## config.mk

```make
export PLATFORM = sky130hd
export DESIGN_NAME = multdiv_seq
export DESIGN_NICKNAME = d
export VERILOG_FILES = /design/src/rtl/multdiv_seq.sv
export SDC_FILE = /design/constraint.sdc
export NUM_CORES = 1
export LEC_CHECK = 0
export ABC_CLOCK_PERIOD_IN_PS = 5590
export CAP_MARGIN = 20
export CORE_ASPECT_RATIO = 1.2
export CORE_MARGIN = 10
export CORE_UTILIZATION = 49
export CTS_BUF_LIST = sky130_fd_sc_hd__clkbuf_2 sky130_fd_sc_hd__clkbuf_4 sky130_fd_sc_hd__clkbuf_8
export CTS_CLUSTER_SIZE = 30
export DETAILED_ROUTE_END_ITERATION = 12
export MAX_ROUTING_LAYER = met4
export PLACE_DENSITY = 0.86
export SLEW_MARGIN = 5
export SYNTH_ARGS = -nofsm -noshare
export SYNTH_HDL_FRONTEND = slang
export SYNTH_SLANG_ARGS = --single-unit
export TNS_END_PERCENT = 1
```

## constraint.sdc

```tcl
create_clock -name clock -period 5.59 [get_ports clock]
set_clock_uncertainty 0.15 [all_clocks]
set_input_delay 0.559 -clock clock [delete_from_list [all_inputs] [get_ports clock]]
set_output_delay 0.559 -clock clock [all_outputs]
set_load 0.03 [all_outputs]
```

## src/rtl/multdiv_seq.sv

```systemverilog
`default_nettype none
// ============================================================================
// Module      : multdiv_seq
// Description : Control sequencer for the iterative multiply/divide unit.
//               It drives the 66-bit product/remainder register and its
//               add/sub datapath through a radix-4 Booth multiply or a
//               non-restoring divide, and reports ready/exception at the end.
// Revision    : 1.0 - initial release
// ============================================================================
module multdiv_seq #(
  parameter int MULT_CYCLES = 16,
  parameter int DIV_CYCLES  = 32,
  parameter int CNT_W       = 6
) (
  input  logic             clock,
  input  logic             clr,
  input  logic             ctrl_MULT,
  input  logic             ctrl_DIV,
  input  logic [2:0]       booth_bits,
  input  logic             rem_sign,
  input  logic             divisor_zero,
  input  logic             sign_a,
  input  logic             sign_b,
  input  logic             mult_ovf,
  output logic             prod_en,
  output logic             prod_load,
  output logic [1:0]       alu_op,
  output logic             alu_x2,
  output logic             div_mode,
  output logic             negate_result,
  output logic             busy,
  output logic             result_rdy,
  output logic             exception,
  output logic [CNT_W-1:0] count
);

  // State encoding
  localparam logic [2:0] S_IDLE = 3'd0;
  localparam logic [2:0] S_LOAD = 3'd1;
  localparam logic [2:0] S_MULT = 3'd2;
  localparam logic [2:0] S_DIV  = 3'd3;
  localparam logic [2:0] S_FIX  = 3'd4;
  localparam logic [2:0] S_DONE = 3'd5;

  // ALU operation encoding
  localparam logic [1:0] OP_NONE = 2'b00;
  localparam logic [1:0] OP_ADD  = 2'b01;
  localparam logic [1:0] OP_SUB  = 2'b10;

  // Final iteration index of each loop
  localparam logic [CNT_W-1:0] MULT_LAST = CNT_W'(MULT_CYCLES - 1);
  localparam logic [CNT_W-1:0] DIV_LAST  = CNT_W'(DIV_CYCLES - 1);
  localparam logic [CNT_W-1:0] CNT_ONE   = CNT_W'(1);

  logic [2:0]       state;
  logic [2:0]       state_nxt;
  logic [CNT_W-1:0] count_nxt;
  logic             is_div;      // current operation is a divide
  logic             neg_lat;     // sign_a ^ sign_b captured at divide start
  logic             zero_lat;    // divisor_zero captured at divide start
  logic             start;
  logic             div_start;

  // A start pulse always wins; simultaneous requests resolve to multiply.
  assign start     = ctrl_MULT | ctrl_DIV;
  assign div_start = ctrl_DIV & ~ctrl_MULT;

  // Next-state and counter update; a start pulse restarts from LOAD in any state.
  always_comb begin
    state_nxt = state;
    count_nxt = count;
    if (start) begin
      state_nxt = S_LOAD;
      count_nxt = '0;
    end else begin
      case (state)
        S_LOAD: begin
          count_nxt = '0;
          if (!is_div)       state_nxt = S_MULT;
          else if (zero_lat) state_nxt = S_DONE;
          else               state_nxt = S_DIV;
        end
        S_MULT: begin
          count_nxt = count + CNT_ONE;
          if (count == MULT_LAST) state_nxt = S_DONE;
        end
        S_DIV: begin
          count_nxt = count + CNT_ONE;
          if (count == DIV_LAST) state_nxt = S_FIX;
        end
        S_FIX:   state_nxt = S_DONE;
        S_DONE:  state_nxt = S_IDLE;
        S_IDLE:  state_nxt = S_IDLE;
        default: state_nxt = S_IDLE;
      endcase
    end
  end

  // State, counter and operation latches; clr aborts immediately.
  always_ff @(posedge clock or posedge clr) begin
    if (clr) begin
      state    <= S_IDLE;
      count    <= '0;
      is_div   <= 1'b0;
      neg_lat  <= 1'b0;
      zero_lat <= 1'b0;
    end else begin
      state <= state_nxt;
      count <= count_nxt;
      if (start) begin
        is_div   <= div_start;
        neg_lat  <= div_start & (sign_a ^ sign_b);
        zero_lat <= div_start & divisor_zero;
      end
    end
  end

  // Per-state datapath controls; everything defaults to 0 (the IDLE pattern).
  always_comb begin
    prod_en       = 1'b0;
    prod_load     = 1'b0;
    alu_op        = OP_NONE;
    alu_x2        = 1'b0;
    div_mode      = 1'b0;
    negate_result = 1'b0;
    busy          = 1'b0;
    result_rdy    = 1'b0;
    exception     = 1'b0;
    case (state)
      S_LOAD: begin
        prod_en       = 1'b1;
        prod_load     = 1'b1;
        busy          = 1'b1;
        negate_result = neg_lat;
      end
      S_MULT: begin
        prod_en = 1'b1;
        busy    = 1'b1;
        // Radix-4 Booth recoding of the current triplet
        case (booth_bits)
          3'b001, 3'b010: alu_op = OP_ADD;
          3'b011: begin
            alu_op = OP_ADD;
            alu_x2 = 1'b1;
          end
          3'b100: begin
            alu_op = OP_SUB;
            alu_x2 = 1'b1;
          end
          3'b101, 3'b110: alu_op = OP_SUB;
          default:        alu_op = OP_NONE;
        endcase
      end
      S_DIV: begin
        prod_en       = 1'b1;
        div_mode      = 1'b1;
        busy          = 1'b1;
        negate_result = neg_lat;
        // Non-restoring step: add back when the partial remainder went negative
        alu_op        = rem_sign ? OP_ADD : OP_SUB;
      end
      S_FIX: begin
        div_mode      = 1'b1;
        busy          = 1'b1;
        negate_result = neg_lat;
        // Restore a negative final remainder; otherwise leave the register alone
        if (rem_sign) begin
          prod_en = 1'b1;
          alu_op  = OP_ADD;
        end
      end
      S_DONE: begin
        result_rdy    = 1'b1;
        negate_result = neg_lat;
        exception     = is_div ? zero_lat : mult_ovf;
      end
      default: begin
        prod_en = 1'b0;
      end
    endcase
  end

endmodule
`default_nettype wire

```

==> flow_metrics.py <==
metrics = {
    "critical_path": {
        "worst_setup_path_start_kind": "input port",
        "reg2regPathDepth": 3,
        "timing.rr.end": "count[5]",
        "reg2reg_setup_slack_ns": 3.67,
        "max_stage_delay_ns": 0.69,
        "critPathMaxFanout": 3,
        "worstPathArrival_ns": 2.16,
        "crit_type": "in -> out",
        "reg2reg_from": "state[2]",
        "crit_chain": "clkdlybuf4s50_1 > nor2_1 > o31a_1 > o21ai_0 > clkdlybuf4s50_1",
        "slowest_stage": "clkdlybuf4s50_1",
        "path_common_cell": "clkdlybuf4s50_1",
        "startpoint": "booth_bits[1]",
        "worstPathRequired_ns": 4.88,
        "crit_path_end_kind": "primary output",
        "crit_end": "alu_op[0]",
    },
    "clock_tree": {
        "path_clk_slew_ns": 0.08,
        "cts_hold_buf": 0,
        "cts.path.max_buffers": 2,
        "clock_sinks": 12,
        "cts_made_buffers": 3,
        "cts_setup_buffers": 0,
        "htree_levels": 1,
        "ctsResizeCount": 0,
        "clock_latency_ns": 0.28,
        "cts_tree": "built",
        "root_buffer": "clkbuf_4",
    },
    "sta": {
        "hold_ws_ns": 0.410,
        "fmax_ghz": 0.349,
        "slew_viol_final": 0,
        "finalSetupTns_ns": 0,
        "period_minus_slack_ns": 2.87,
        "tightest_slew_ns": 0.599,
        "slew_headroom_pct": 60.0,
        "rsz0062_at_grt": "false",
        "finalSetupViolCount": 0,
        "hold_viol": 0,
        "period_share_pct": 51.3,
    },
    "synthesis": {
        "synth_top_area_share_pct": 38.2,
        "synth_edf_count": 0,
        "avgSynthCellArea_um2": 9.03,
        "syn_nets": 100,
        "async_flop_share_pct": 100,
        "ys_seq_area_share_pct": 38.2,
        "netlist_top_cells_area": "dfrtp_1, mux2i_1, nand3_1",
        "synthFlopType": "dfrtp_1",
        "synthMostInstantiatedCell": "dfrtp_1",
        "synth_seq_cells": 12,
        "netlist_instances": 87,
        "synthTopCellsByCount": "dfrtp_1, nor2_1, nand2_1, nand3_1, o21ai_0",
        "synth_top_area_cell": "dfrtp_1",
        "yosys_warnings": 0,
        "netlist_area_um2": 786,
        "synth.distinct_cells": 41,
    },
    "finish": {
        "n_fill_cell": 116,
        "drive_above_1_share_pct": 6.09,
        "antenna_cells": 0,
        "design_area_um2": 1090,
        "syn2layout_area_growth_pct": 39.2,
        "final_nets": 129,
    },
    "drt": {
        "wl_per_cell_um": 16.1,
        "firstDrtPassIters": 4,
        "vias": 792,
        "drc": 0,
        "drt-total-wl_um": 2120,
        "via_per_inst": 6.00,
        "first_iter_violations": 18,
        "ant_nets": 0,
    },
    "die": {
        "core_area_um2": 1480,
        "io_pins": 28,
        "die_x_um": 56.6,
        "die_h_um": 63.9,
        "num_rows": 15,
        "start_util_pct": 53.0,
        "design.die.area_um2": 3610,
    },
    "min_path": {
        "min_path_type": "reg -> reg",
    },
    "placed_design": {
        "place_area_um2": 1050,
        "hpwl_um": 1650,
        "gp_congestion": 0.760,
        "io_buffers": 27,
    },
    "grt": {
        "grt_overflow": 0,
        "grt_pass1_vias": 772,
        "grt_pass1_wl_um": 3550,
        "grt_max_degree": 14,
        "grtUsageTotal_pct": 12.0,
        "grt_antenna_before_repair": 0,
    },
    "power_and_ir_drop": {
        "p_total_mw": 0.217,
        "max-vdd-ir-drop_mv": 0.150,
        "power_density_nw_per_um2": 199,
        "power.leakage_nw": 0.447,
    },
    "flow_run": {
        "drv_cap": 0,
    },
    "run_status": {
        "outcome": "complete, no violations",
    },
}
-- stage by stage --
stage                     instances  worst slack, ns  utilization [%]
after detailed placement        127             2.71             71.0
after global routing            132             2.60             73.8
after global placement          127             2.73             71.0
final                           132             2.72             73.8
after CTS                       131             2.71             73.4
after floorplan                  87             3.12                -
-- power breakdown --
group	leakage, nW	switching (mW)	total [mW]	internal, mW
logic	0.266	0.0269	0.0513	0.0245
registers	0.159	0.00543	0.0951	0.0897
clock network	0.0210	0.0311	0.0707	0.0397
total	0.447	0.0634	0.217	0.154
-- final cells by class --
class                           count  area (um^2)  area share [%]
Multi-Input combinational cell     69          453            41.4
Sequential cell                    12          300            27.5
Timing Repair Buffer               28          275            25.2
Clock buffer                        4         36.3            3.32
Tap cell                           17         21.3            1.95
Inverter                            2         7.51           0.686
-- layer usage --
metal / vias to the layer above / share of wire [%] / track usage (%) / wire [um]
met5: - / 0 / - / 0
met4: 0 / 0.94 / 5.42 / 20
met3: 4 / 6.9 / 3.95 / 146
met2: 35 / 52 / 20.2 / 1100
met1: 374 / 40 / 12.4 / 847
li1: 379 / - / - / -
-- kinds of logic (layout without fill, tap and decap cells) --
logic type / after synthesis / in the layout / share of synthesized area (%)
flip-flops: 12 / 12 / 38.2
adder cells (fa/ha/maj): 1 / 1 / 1.59
buffers and inverters: 6 / 34 / 4.14
XOR/XNOR: 3 / 3 / 3.34
multiplexers: 4 / 4 / 5.25
AND/OR/NAND/NOR: 40 / 40 / 28.7
AO/OA/AOI/OAI: 21 / 21 / 18.8
-- worst max-delay path, delay by kind of cell --
kind	cells	cell delay, ns
buffers and inverters	2	1.18
AOI/OAI and AO/OA	2	0.36
and+or+nand+nor	1	0.06
-- placed cells by master, fill, tap and decap left out, types with 2 or more instances in the layout --
| cell | n |
|---|---|
| clkdlybuf4s50_1 | 27 |
| dfrtp_1 | 12 |
| nor2_1 | 8 |
| nand2_1 | 6 |
| nand3_1 | 6 |
| o21ai_0 | 4 |
| nor3_1 | 3 |
| mux2i_1 | 3 |
| nor2b_1 | 3 |
| nand2b_1 | 3 |
| a21oi_1 | 3 |
| clkbuf_4 | 3 |
| nand4b_1 | 2 |
| inv_1 | 2 |
| or3_1 | 2 |
| xnor2_1 | 2 |
-- flip-flops by register name, indices dropped and copies added, names as in the netlist --
register	count
count	6
is_div	1
neg_lat	1
state	3
zero_lat	1
-- how the worst min path moves through the flow --
stage,cells after the start,from,endpoint
after floorplan,1,clr,count[0]
after global placement,1,count[2],count[2]
after detailed placement,1,count[2],count[2]
after CTS,1,count[0],count[0]
after global routing,1,count[2],count[2]
final,1,count[0],count[0]
No activity file was read; power rests on OpenSTA's default activity.
